<file path="config.mk">
export PLATFORM = sky130hd
export DESIGN_NAME = i2s_rx_array
export DESIGN_NICKNAME = d
export VERILOG_FILES = /design/src/rtl/i2s_pkg.sv /design/src/rtl/vr_fifo.sv /design/src/rtl/i2s_rx_array.sv
export SDC_FILE = /design/constraint.sdc
export NUM_CORES = 1
export LEC_CHECK = 0
export CAP_MARGIN = 30
export CORE_UTILIZATION = 53
export DETAILED_ROUTE_END_ITERATION = 8
export PLACE_DENSITY = 0.84
export SLEW_MARGIN = 0
export SYNTH_ARGS = -nofsm -noshare
export SYNTH_HDL_FRONTEND = slang
export SYNTH_SLANG_ARGS = --single-unit
</file>
<file path="constraint.sdc">
create_clock -name clk -period 2.8 [get_ports clk]
set_input_delay 0.28 -clock clk [delete_from_list [all_inputs] [get_ports clk]]
set_output_delay 0.28 -clock clk [all_outputs]
set_load 0.05 [all_outputs]
</file>
<file path="src/rtl/i2s_pkg.sv">
// Shared definitions for the multi-lane I2S capture front-end: slot encodings,
// overrun counter width and the frame-vector width helper.
package i2s_pkg;

  typedef enum logic {
    SLOT_LEFT  = 1'b0,
    SLOT_RIGHT = 1'b1
  } slot_e;

  localparam int OVR_CNT_W = 16;

  function automatic int frame_w(input int nch, input int dw);
    return nch * dw;
  endfunction

endpackage

</file>
<file path="src/rtl/vr_fifo.sv">
// Small frame FIFO with push/full and pop/empty; the read port holds the last
// popped word while empty so downstream sees a stable value.
module vr_fifo #(
  parameter int WIDTH = 8,
  parameter int DEPTH = 2
) (
  input  logic             clk,
  input  logic             rst_n,
  input  logic             i_push,
  input  logic [WIDTH-1:0] i_wdata,
  output logic             o_full,
  input  logic             i_pop,
  output logic             o_empty,
  output logic [WIDTH-1:0] o_rdata
);

  localparam int AW = $clog2(DEPTH);

  logic [WIDTH-1:0] r_mem [DEPTH];
  logic [WIDTH-1:0] r_last;
  logic [AW:0]      r_wr;
  logic [AW:0]      r_rd;
  logic             w_do_pop;
  logic             w_do_push;

  assign o_empty   = (r_wr == r_rd);
  assign o_full    = (r_wr[AW] != r_rd[AW]) && (r_wr[AW-1:0] == r_rd[AW-1:0]);
  assign w_do_pop  = i_pop & ~o_empty;
  // A pop in the same cycle frees the head slot, so a push into a full FIFO is accepted.
  assign w_do_push = i_push & (~o_full | w_do_pop);
  assign o_rdata   = o_empty ? r_last : r_mem[r_rd[AW-1:0]];

  always_ff @(posedge clk or negedge rst_n) begin
    if (!rst_n) begin
      r_wr   <= '0;
      r_rd   <= '0;
      r_last <= '0;
      for (int i = 0; i < DEPTH; i++) r_mem[i] <= '0;
    end else begin
      if (w_do_push) begin
        r_mem[r_wr[AW-1:0]] <= i_wdata;
        r_wr                <= r_wr + 1'b1;
      end
      if (w_do_pop) begin
        r_last <= r_mem[r_rd[AW-1:0]];
        r_rd   <= r_rd + 1'b1;
      end
    end
  end

endmodule

</file>
<file path="src/rtl/i2s_rx_array.sv">
// Multi-lane I2S receiver: one SCK/WS generator, per-lane MSB-first shifters,
// frame-vector FIFO on a valid/ready port, and saturating overrun accounting.
module i2s_rx_array
  import i2s_pkg::*;
#(
  parameter int NCH        = 4,
  parameter int DW         = 16,
  parameter int SLOT_BITS  = 32,
  parameter int PER_W      = 8,
  parameter int FIFO_DEPTH = 2
) (
  input  logic                         clk,
  input  logic                         rst_n,
  input  logic                         enable,
  input  logic [PER_W-1:0]             cfg_half_per,
  input  logic                         cfg_slot,
  input  logic [NCH-1:0]               cfg_ch_en,
  output logic                         sck,
  output logic                         ws,
  input  logic [NCH-1:0]               sd,
  output logic [frame_w(NCH,DW)-1:0]   dout,
  output logic                         dout_vld,
  input  logic                         dout_rdy,
  output logic                         overrun_pulse,
  output logic [OVR_CNT_W-1:0]         overrun_cnt
);

  localparam int FW = frame_w(NCH, DW);
  localparam int BW = $clog2(2 * SLOT_BITS);
  localparam logic [BW-1:0] B_LAST = BW'(2 * SLOT_BITS - 1);
  localparam logic [BW-1:0] SB     = BW'(SLOT_BITS);
  localparam logic [BW-1:0] K_LAST = BW'(DW);

  // Handshake: a frame moves out on any clk edge where dout_vld && dout_rdy;
  // dout is the FIFO head and stays put while dout_vld && !dout_rdy.

  logic                  r_en_d;
  logic [PER_W-1:0]      r_div;
  logic                  r_sck;
  logic [BW-1:0]         r_b;
  logic [PER_W-1:0]      r_half_per;
  slot_e                 r_slot;
  logic [NCH-1:0]        r_ch_en;
  logic [DW-1:0]         r_sh [NCH];
  logic                  r_ovr_pulse;
  logic [OVR_CNT_W-1:0]  r_ovr_cnt;

  logic [PER_W-1:0]      w_half;
  logic                  w_run;
  logic                  w_tick;
  logic                  w_rise;
  logic                  w_fall;
  logic                  w_hi;
  logic [BW-1:0]         w_k;
  logic                  w_samp;
  logic                  w_push;
  logic                  w_pop;
  logic                  w_full;
  logic                  w_empty;
  logic                  w_drop;
  logic [DW-1:0]         w_next [NCH];
  logic [FW-1:0]         w_frame;

  assign w_half = (r_half_per == '0) ? PER_W'(1) : r_half_per;
  // The first enabled cycle only latches config; the generator starts on the next one.
  assign w_run  = enable & r_en_d;
  assign w_tick = w_run & (r_div == (w_half - PER_W'(1)));
  assign w_rise = w_tick & ~r_sck;
  assign w_fall = w_tick & r_sck;
  assign w_hi   = (r_b >= SB);
  assign w_k    = w_hi ? (r_b - SB) : r_b;
  // Slot bit 0 is the I2S one-bit delay; bits 1..DW carry the word MSB first.
  assign w_samp = w_rise & (w_hi == (r_slot == SLOT_RIGHT)) &
                  (w_k >= BW'(1)) & (w_k <= K_LAST);
  assign w_push = w_samp & (w_k == K_LAST);
  assign w_pop  = dout_rdy & ~w_empty;
  assign w_drop = w_push & w_full & ~w_pop;

  always_comb begin
    w_frame = '0;
    for (int i = 0; i < NCH; i++) begin
      w_next[i] = {r_sh[i][DW-2:0], sd[i]};
      if (r_ch_en[i]) w_frame[i*DW +: DW] = w_next[i];
    end
  end

  always_ff @(posedge clk or negedge rst_n) begin
    if (!rst_n) begin
      r_en_d      <= 1'b0;
      r_div       <= '0;
      r_sck       <= 1'b0;
      r_b         <= '0;
      r_half_per  <= '0;
      r_slot      <= SLOT_LEFT;
      r_ch_en     <= '0;
      r_ovr_pulse <= 1'b0;
      r_ovr_cnt   <= '0;
      for (int i = 0; i < NCH; i++) r_sh[i] <= '0;
    end else begin
      r_en_d      <= enable;
      r_ovr_pulse <= w_drop;
      if (w_drop && (r_ovr_cnt != '1)) r_ovr_cnt <= r_ovr_cnt + 1'b1;

      if (!w_run) begin
        r_div <= '0;
        r_sck <= 1'b0;
        r_b   <= '0;
        for (int i = 0; i < NCH; i++) r_sh[i] <= '0;
        if (enable) begin
          r_half_per <= cfg_half_per;
          r_slot     <= slot_e'(cfg_slot);
          r_ch_en    <= cfg_ch_en;
        end
      end else begin
        if (w_tick) begin
          r_div <= '0;
          r_sck <= ~r_sck;
        end else begin
          r_div <= r_div + 1'b1;
        end
        if (w_fall) begin
          if (r_b == B_LAST) begin
            // Frame boundary: the only point where running config may change.
            r_b        <= '0;
            r_half_per <= cfg_half_per;
            r_slot     <= slot_e'(cfg_slot);
            r_ch_en    <= cfg_ch_en;
          end else begin
            r_b <= r_b + 1'b1;
          end
        end
        if (w_samp) begin
          for (int i = 0; i < NCH; i++) r_sh[i] <= w_next[i];
        end
      end
    end
  end

  vr_fifo #(
    .WIDTH (FW),
    .DEPTH (FIFO_DEPTH)
  ) u_fifo (
    .clk     (clk),
    .rst_n   (rst_n),
    .i_push  (w_push),
    .i_wdata (w_frame),
    .o_full  (w_full),
    .i_pop   (w_pop),
    .o_empty (w_empty),
    .o_rdata (dout)
  );

  assign sck           = r_sck;
  assign ws            = w_hi;
  assign dout_vld      = ~w_empty;
  assign overrun_pulse = r_ovr_pulse;
  assign overrun_cnt   = r_ovr_cnt;

endmodule

</file>
; ---- Word level (Yosys, flattened, before mapping)
; Index checks and enable logic that the tools add are counted.
; W data, S select, Z words.
[word_totals]
ff_bits = 302
in_bits = 21
output_inout_bits = 84
word_cells = 103
[classes]
n_addsub = 7
magnitude_cmp = 6
n_eq_ne = 12
mux = 34
bitwise = 20
n_reduce_logical = 6
[op_table]
columns = cell, n
row1 = $mux W64, 5
row2 = $bwmux W128, 1
row3 = $mux W63, 2
row4 = $demux W64 S1, 1
row5 = $mux W16, 4
row6 = $mux W8, 7
row7 = $mux W6, 4
row8 = $add A16 B1 Y16 const B, 1
row9 = $mux W4, 4
row10 = $ne A16 B16 Y1 const B, 1
row11 = $and A1 B1 Y1, 13
row12 = $add A8 B1 Y8 const B, 1
row13 = $eq A8 B8 Y1, 1
row14 = $logic_not A8 Y1, 1
row15 = $ne A2 B1 Y1 const B, 4
row16 = $sub A8 B1 Y8 const B, 1
row17 = $add A6 B1 Y6 const B, 1
row18 = $eq A6 B5 Y1 const B, 1
row19 = $eq A6 B6 Y1 const B, 1
row20 = $ge A6 B1 Y1 const B, 1
row21 = $ge A6 B6 Y1 const B, 1
row22 = $le A6 B5 Y1 const B, 1
row23 = $mux W1, 6
row24 = $sub A6 B6 Y6 const B, 1
row25 = 12 further kinds, 21

; ---- Longest topological paths before layout
; Gate-level depths: netlist (run 1).
[logic_depth]
word_depth = 13
ltp_mapped = 13

; ---- Cells and area by module
; Synthesis (run 1) repeated with hierarchy kept, for this count alone.
[unflattened]
hier_cells = 1142
area_unflattened_um2 = 14207.4
[modules_own_cells]
columns = module, instances, cells_each, area_per_inst_um2
row1 = vr_fifo, 1, 573, 8909.8
row2 = i2s_rx_array, 1, 569, 5297.6

; ---- Worst setup path after synthesis (run 1)
; No wires, ideal clock.
[synth_path]
path_kind = reg-to-reg
startpoint = reg r_half_per[2]
endpoint = reg r_ch_en[0]
setup_ps = 125
arrival_time_ps = 2963
slack_ps = -288
path_stages_with_launch = 13
cell_sequence = dfrtp_1 > nor4_4 > a31oi_1 > ha_1 > xnor2_1 > a221o_1 > a211oi_2 > o2111a_2 > buf_6 > nand4_4 > a21boi_4 > buf_12 > mux2_4
[synth_between]
elab_chain_len = 8
[synth_lines]
columns = element, line
row1 = start: declaration, i2s_rx_array.sv:41  ; logic [PER_W-1:0] r_half_per;
row2 = start signal: assignment, i2s_rx_array.sv:110  ; r_half_per <= cfg_half_per;
row3 = start signal: assignment, i2s_rx_array.sv:125  ; r_half_per <= cfg_half_per;
row4 = $logic_not A8 Y1, i2s_rx_array.sv:64  ; assign w_half = (r_half_per == '0) ? PER_W'(1) : r_half_per;
row5 = $mux W8 (*), i2s_rx_array.sv:64
row6 = $sub A8 B1 Y8 (*), i2s_rx_array.sv:67  ; assign w_tick = w_run & (r_div == (w_half - PER_W'(1)));
row7 = $eq A8 B8 Y1 (*), i2s_rx_array.sv:67
row8 = $and A1 B1 Y1 (*), i2s_rx_array.sv:67
row9 = $and A1 B1 Y1 (*), i2s_rx_array.sv:69  ; assign w_fall = w_tick & r_sck;
row10 = $ne A2 B1 Y1 (no line) (*), -
row11 = $reduce_and A3 Y1 (no line) (*), -
row12 = end signal: assignment, i2s_rx_array.sv:112  ; r_ch_en <= cfg_ch_en;
row13 = end signal: assignment, i2s_rx_array.sv:127  ; r_ch_en <= cfg_ch_en;
row14 = end: declaration, i2s_rx_array.sv:43  ; logic [NCH-1:0] r_ch_en;
; Mark *: on every way between the ends. The rest lies on a longest branch, timed or not.
; A chain may end at the register's enable or synchronous reset.

; ---- Final worst setup path (run 1)
[layout_path]
startpoint = reg r_half_per[5]
endpoint = reg r_sh[26] (netlist bit)
[layout_between]
elab_chain_len = 10
[layout_lines]
columns = element, line
row1 = $logic_not A8 Y1, i2s_rx_array.sv:64
row2 = $mux W8 (*), i2s_rx_array.sv:64
row3 = $sub A8 B1 Y8 (*), i2s_rx_array.sv:67
row4 = $eq A8 B8 Y1 (*), i2s_rx_array.sv:67
row5 = $and A1 B1 Y1 (*), i2s_rx_array.sv:67
row6 = $and A1 B1 Y1 (*), i2s_rx_array.sv:68  ; assign w_rise = w_tick & ~r_sck;
row7 = $and A1 B1 Y1 (*) (2 in series), i2s_rx_array.sv:73  ; assign w_samp = w_rise & (w_hi == (r_slot == SLOT_RIGHT)) &
row8 = $and A1 B1 Y1 (*), i2s_rx_array.sv:74  ; (w_k >= BW'(1)) & (w_k <= K_LAST);
row9 = $ne A2 B1 Y1 (no line) (*), -
row10 = end: declaration, i2s_rx_array.sv:44  ; logic [DW-1:0] r_sh [NCH];
; Marked as above.

==> summary.txt, run 1 <==
Run status
  • Outcome: finished, violations left
  • Violated checks: setup timing

Floorplanning
  • Total core area: 24600 um2
  • Die area: 26000 um2
  • Io pins: 105
  • Die Y: 161 um
  • Initial Utilization: 54.5%
  • Die width: 161 um
  • Row count: 57

Route
  • DRT iter0 DRCs: 1019
  • Number of vias per cell: 5.78
  • Final wirelength: 31.4 mm
  • DR vias: 10700
  • Drt first pass iters: 6
  • Final ANT Viol Nets: 0
  • DR WL/cell: 17.0 um
  • Drc violations: 0

Final layout
  • Most frequent cells in the layout: nand2_1, dfrtp_1, o21ai_0, nor2_1, buf_12
  • Cell area after layout: 16800 um2
  • Diode count: 0
  • Synthesis-to-finish area growth: 25.4%
  • Final net count: 1529
  • Filler instances: 1747
  • Final core occ: 68.4%
  • Most common cell after layout, fill and taps aside: nand2_1
  • Ratio of cells with drive above 1 in the final layout: 13.1%
  • Finished Layout Cells: 1848

Global route
  • Number of global-route vias before repair: 10300
  • First-pass GRT wire length: 50.0 mm
  • Initial antenna violation count: 0
  • GRT Resource Usage Total: 23.2%
  • GRT overflow: 0
  • Largest net degree at the start of global routing: 87

Synthesis
  • Yosys reg bits: 302
  • Ys async rst share: 100%
  • Sequential element share of the synthesized area: 56.3%
  • Post-synth top area cell: dfrtp_1
  • Netlist cell types: 54
  • Cells after Synth: 1424
  • Count of warnings emitted by yosys: 0
  • Primary FF master, synth: dfrtp_1
  • Ranking of synthesized cells by area: dfrtp_1, o21ai_0, nand2_1
  • Share of the synthesized area in the top cell type: 56.3%
  • Post-Syn Nets: 1452
  • Mapped cell area: 13400 um2
  • Post-Syn Area per Cell: 9.42 um2
  • Post-synth EDFFs: 0

STA
  • Clock Skews: 0.00994 ns
  • Final Hold Fails: 0
  • Post-route setup slack: -0.123 ns
  • Fin. max-slew vios: 0
  • Fin crit share: 104%
  • Fmax: 0.342 GHz
  • Final Setup Violations: 177
  • Relative slew slack: 55.9%
  • Period minus WS final: 2.92 ns
  • Worst Tran Pin Value: 0.661 ns
  • Final setup TNS: -9.77 ns
  • Unrepaired setup endpoints after global routing: true

Clock tree
  • CTS Root Buffer Type: clkbuf_16
  • Clock slew at reported path FFs: 0.06 ns
  • CTS tree: built
  • Bufs on Longest Clock Path: 3
  • TritonCTS Sinks: 302
  • CTS H-tree depth: 1
  • Inserted Clock Buffers: 30
  • Skew-Pair Late Insertion Delay: 0.54 ns

Power and ir drop
  • Peak supply drop: 0.000402 V
  • Pwr dens: 528 nW/um2
  • Leak pwr: 7.03 nW

Job
  • Max_cap viols: 0

Worst setup path
  • Max FO, Critical Path: 21
  • Setup CP Type: flop to flop
  • R2R setup slack: -0.12 ns
  • CP endpoint kind: flop
  • Crit path required time: 3.22 ns
  • Worst Reg2Reg Path Length in Cells: 13
  • CP startpoint kind: flop
  • WP data arrival: 3.35 ns

Placement
  • DP Cell Count: 1783
  • Placed inst area: 15600 um2
  • Gpl congestion: 0.854
  • Post-DP HPWL: 18.7 mm
  • Dpl ws: -0.131 ns
  • Buffers on Ports: 104

Worst hold path
  • Hold crit path type: input port to async pin
state kept, by name, indices dropped and copies added, names as in the netlist:
signal,flops
u_fifo.r_mem,128
u_fifo.r_last,64
r_sh,60
overrun_cnt,16
r_div,8
r_half_per,8
r_b,6
r_ch_en,4
u_fifo.r_rd,2
u_fifo.r_wr,2
overrun_pulse,1
r_en_d,1
r_slot,1
sck,1
report_power, final:
group / internal (mW) / leakage [nW] / switching (mW) / total, mW
clock: 2.37 / 0.482 / 1.66 / 4.02
sequential: 4.39 / 4.18 / 0.0675 / 4.46
combinational: 0.167 / 2.37 / 0.235 / 0.403
total: 6.93 / 7.03 / 1.96 / 8.89
worst paths after layout:
check / startpoint / endpoint
hold / removal: rst_n / u_fifo.r_last[35]
hold reg to reg: u_fifo.r_last[42] / u_fifo.r_last[42]
min in group clk: enable / r_en_d
setup / recovery: r_half_per[5] / r_sh[26]
setup reg to reg: r_half_per[5] / r_sh[26]
max in group asynchronous: rst_n / u_fifo.r_rd[0]
cells in the mapped netlist (2+ instances only):
cell type / number
o31ai_1: 2
nor4_1: 5
ha_1: 7
nor3_1: 8
mux2_2: 4
mux2_4: 10
dfrtp_1: 302
nand3_1: 81
and3_1: 4
dlygate4sd3_1: 3
a21oi_1: 65
nand4_1: 8
o21ai_0: 251
buf_1: 13
nor2b_1: 3
buf_2: 8
nand2b_1: 3
xnor2_1: 18
xor2_1: 18
inv_1: 7
a32o_1: 2
nor2_1: 89
o21ai_1: 4
nor4b_1: 2
and2_1: 4
buf_6: 5
and3_2: 3
a31oi_1: 2
mux2i_1: 64
nand2_1: 331
clkbuf_1: 75
what timing repair did:
item | 4_1_cts | 5_1_grt
gates resized for setup | 13 | 33
buffers inserted | 1 | 1
hold buffers | 1 | 0
hold endpoints to repair | 62 | 0
setup endpoints to repair | 218 | 231
gates cloned | 0 | 7
pin swaps | 0 | 1
layout make-up:
type,instances,area (um2),share of cell area (%)
Inverter,7,26.3,0.156
Timing Repair Buffer,151,2390,14.2
Tap cell,324,405,2.41
Clock buffer,44,885,5.26
Multi-Input combinational cell,1009,5440,32.3
Sequential cell,302,7560,44.9
Clock inverter,11,115,0.684
layer usage:
layer | track usage, % | vias up | routed length (um)
li1 | - | 4972 | -
met1 | 31.0 | 5262 | 13000
met2 | 39.4 | 373 | 15800
met3 | 3.21 | 69 | 1780
met4 | 7.16 | 0 | 795
met5 | 0 | - | 0
critical path, cell delays in order (launching register included):
cell and delay (ns):
dfrtp_1 0.40, nor4_4 0.31, a31oi_1 0.14, ha_1 0.31
xnor2_1 0.13, a221o_1 0.27, a211oi_2 0.15, o2111a_2 0.27
buf_8 0.17, nand3_4 0.09, buf_12 0.18, clkbuf_16 0.20
nand3_1 0.10, o21ai_0 0.08
metrics by stage:
stage / total power [mW] / hold slack, ns
after floorplan: 4.73 / -0.0156
after global placement: 4.92 / 0.267
after detailed placement: 4.93 / 0.272
after CTS: 8.94 / 0.279
after global routing: 9.15 / 0.300
final: 8.89 / 0.288
cells by family after synthesis:
group	count (synthesis)	share of synthesized area [%]
fa+ha+maj	8	0.727
buf+inv	113	3.85
compound gates	336	13.1
xor+xnor	36	2.35
flops	302	56.3
simple gates	551	17.4
mux	78	6.23
(Power assumes the default switching activity.)
==> run 2, diff against run 1 <==
CTS_CLUSTER_SIZE = 25   (was default)
SYNTH_HIERARCHICAL = 1   (was default)
==> run 2 against run 1 <==
Effect of this change:
- core utilization increased by 3.2 points
- largest power group unchanged
- first-iteration DRC count decreased by 23%
- the flow finishes with violations (DRC, setup timing)
- sequential share of layout area decreased by 4.6 points
- highest routed layer unchanged
- sequential cell count unchanged
- clock power increased by 3%
- via count decreased by 9.0%
- synthesized area increased by 5.9%
- power increased by 17%
- global-route usage increased by 0.94 points
- register-to-register slack got worse by 0.44 ns
- critical path depth increased by 1
==> summary.txt, run 2 <==
Power and ir drop
  • Pwr dens: 555 nW/um2
  • Final Power: 10.4 mW
  • Leak pwr: 8.77 nW
  • Peak supply drop: 0.000539 V

Synthesis
  • Mapped cell area: 14200 um2
  • Count of warnings emitted by yosys: 6
  • Primary FF master, synth: dfrtp_1
  • Yosys reg bits: 302
  • Sequential element share of the synthesized area: 53.2%
  • Synth cell count leaders: dfrtp_1, mux2_2, nand2_1
  • Cells after Synth: 1142
  • Most numerous cell in the Yosys netlist: dfrtp_1
  • Share of the synthesized area in the top cell type: 53.2%
  • Post-Syn Area per Cell: 12.4 um2
  • Post-synth top area cell: dfrtp_1
  • Ys async rst share: 100%
  • Post-synth EDFFs: 0
  • Ranking of synthesized cells by area: dfrtp_1, mux2_2, mux2_1
  • Netlist cell types: 53
  • Post-Syn Nets: 1170

STA
  • Fmax: 0.297 GHz
  • Final setup TNS: -84.30 ns
  • Fin. max-slew vios: 0
  • Worst Tran Pin Value: 0.755 ns
  • Period minus WS final: 3.36 ns
  • Unrepaired setup endpoints after global routing: true
  • Fin crit share: 120%
  • Clock Skews: 0.0134 ns
  • Final Hold Fails: 0
  • Relative slew slack: 49.7%
  • Final Setup Violations: 223
  • Post-route setup slack: -0.564 ns

Route
  • Drt first pass iters: 9
  • DRT iter0 DRCs: 780
  • DR WL/cell: 21.4 um
  • DR vias: 9710
  • Drc violations: 6
  • Final wirelength: 35.7 mm
  • Number of vias per cell: 5.84
  • Final ANT Viol Nets: 0

Worst setup path
  • Crit. Startpoint: r_half_per[5]
  • CP startpoint kind: flop
  • Crit path required time: 3.22 ns
  • Setup CP Type: flop to flop
  • Crit-path cells: nor4_4, a31oi_2, ha_4, o22ai_1, a211oi_2, o21ai_2, nor2_4, nand3_4, nor2_4, nand2_2, a31oi_4, buf_4, clkbuf_16, mux2_1
  • Cell repeated most along the worst path: nor2_4
  • Worst r2r src: r_half_per[5]
  • WP data arrival: 3.78 ns
  • RR Endpoint: u_fifo/r_mem[26]
  • Worst Reg2Reg Path Length in Cells: 14
  • CP endpoint kind: flop
  • Cell family with the largest share of critical-path delay: compound AO/OA/AOI/OAI gates
  • Worst path buffer plus inverter count: 2
  • Critical-path top delay cell: dfrtp_1
  • Max FO, Critical Path: 9
  • R2R setup slack: -0.56 ns
  • Slowest stage delay, CP: 0.42 ns

Final layout
  • Most common cell after layout, fill and taps aside: dfrtp_1
  • Top Registers: u_fifo/r_mem: 128 flops, u_fifo/r_last: 64 flops, r_sh: 60 flops
  • Synthesis-to-finish area growth: 32.0%
  • Final core occ: 71.6%
  • Diode count: 0
  • Ratio of cells with drive above 1 in the final layout: 41.7%
  • Finished Layout Cells: 1664
  • Reg with most FFs: u_fifo/r_mem
  • Most frequent cells in the layout: dfrtp_1, mux2_2, nand2_1, mux2_4, buf_12
  • Max reg flops: 128
  • Final net count: 1334

Placement
  • Buffers on Ports: 104
  • DP Cell Count: 1567
  • Dpl ws: -0.491 ns
  • Gpl congestion: 0.860
  • Post-DP HPWL: 18.5 mm

Clock tree
  • Bufs on Longest Clock Path: 3
  • Inserted Clock Buffers: 30
  • CTS Root Buffer Type: clkbuf_16
  • Clock slew at reported path FFs: 0.06 ns
  • Skew-Pair Late Insertion Delay: 0.55 ns
  • TritonCTS Sinks: 302
  • CTS tree: built
  • CTS H-tree depth: 1

Floorplanning
  • Initial Utilization: 54.2%
  • Die width: 166 um
  • Die Y: 166 um
  • Io pins: 105
  • Row count: 59
  • Die area: 27500 um2
  • Total core area: 26200 um2

Global route
  • GRT Resource Usage Total: 24.2%
  • Initial antenna violation count: 0
  • GRT overflow: 0
  • Number of global-route vias before repair: 10200
  • Largest net degree at the start of global routing: 90
  • First-pass GRT wire length: 54.0 mm

Worst hold path
  • Hold crit path type: input port to async pin

Run status
  • Violated checks: DRC, setup timing
  • Outcome: finished, violations left

Job
  • Max_cap viols: 0
-- run 2: changes by cell type after synthesis, sizes merged, moves of 9 or more --
cell and change:
a21oi -59, and2 +63, buf +15, clkbuf -50, mux2 +320, mux2i -63, nand2 -196, nand3 -63
nor2 -72, o21ai -191, xnor2 +9, xor2 -10
-- run 2: cell families after synthesis --
| group | count (synthesis) | synth area share (%) |
|---|---|---|
| and+or+nand+nor | 294 | 10.3 |
| buffers and inverters | 78 | 2.84 |
| AOI/OAI and AO/OA | 91 | 3.78 |
| DFF | 302 | 53.2 |
| adders and majority gates | 7 | 0.616 |
| muxes | 335 | 27.1 |
| xor gates and xnor gates | 35 | 2.21 |
-- run 2: through the flow --
step,hold slack [ns],cell area [um2]
after floorplan,-0.0156,14300
after global placement,0.345,16700
after detailed placement,0.354,16700
after CTS,0.315,18300
after global routing,0.342,18800
final,0.337,18800
-- run 2: worst max path at each step --
stage	end	slack, ns	cells past startpoint
floorplan	u_fifo/r_mem[10]	-0.53	15
global placement	u_fifo/r_mem[107]	-0.38	13
detailed placement	u_fifo/r_mem[42]	-0.49	13
CTS	u_fifo/r_mem[42]	-0.46	13
global route	u_fifo/r_mem[33]	-0.68	14
finish	u_fifo/r_mem[26]	-0.56	14
-- run 2: layer usage --
| layer | GRT usage, % | up-vias | part of all wire (%) |
|---|---|---|---|
| met5 | 0 | - | 0 |
| met4 | 7.23 | 0 | 3.4 |
| met3 | 4.13 | 94 | 5.1 |
| met2 | 42.2 | 282 | 51 |
| met1 | 30.8 | 5050 | 41 |
| li1 | - | 4284 | - |
-- run 2: area by class of cell --
cell class / count / area, um2
Timing Repair Buffer: 200 / 2930
Tap cell: 335 / 419
Multi-Input combinational cell: 762 / 6800
Clock buffer: 38 / 832
Clock inverter: 17 / 176
Sequential cell: 302 / 7560
Fill cell: 1499 / 7450
Inverter: 10 / 37.5
-- run 2: timing repair --
action,CTS,global route
gates cloned,5,9
gates resized for setup,80,52
endpoints found under the hold margin,83,0
hold buffers,1,0
endpoints found under the setup margin,208,224
buffers inserted,19,10
pin swaps,3,16
-- run 2: report_power, final --
part           internal [mW]  switching (mW)  total, mW
Clock                   2.38            1.75       4.13
Sequential              4.41          0.0871       4.50
Combinational          0.770            1.02       1.79
Total                   7.56            2.85       10.4
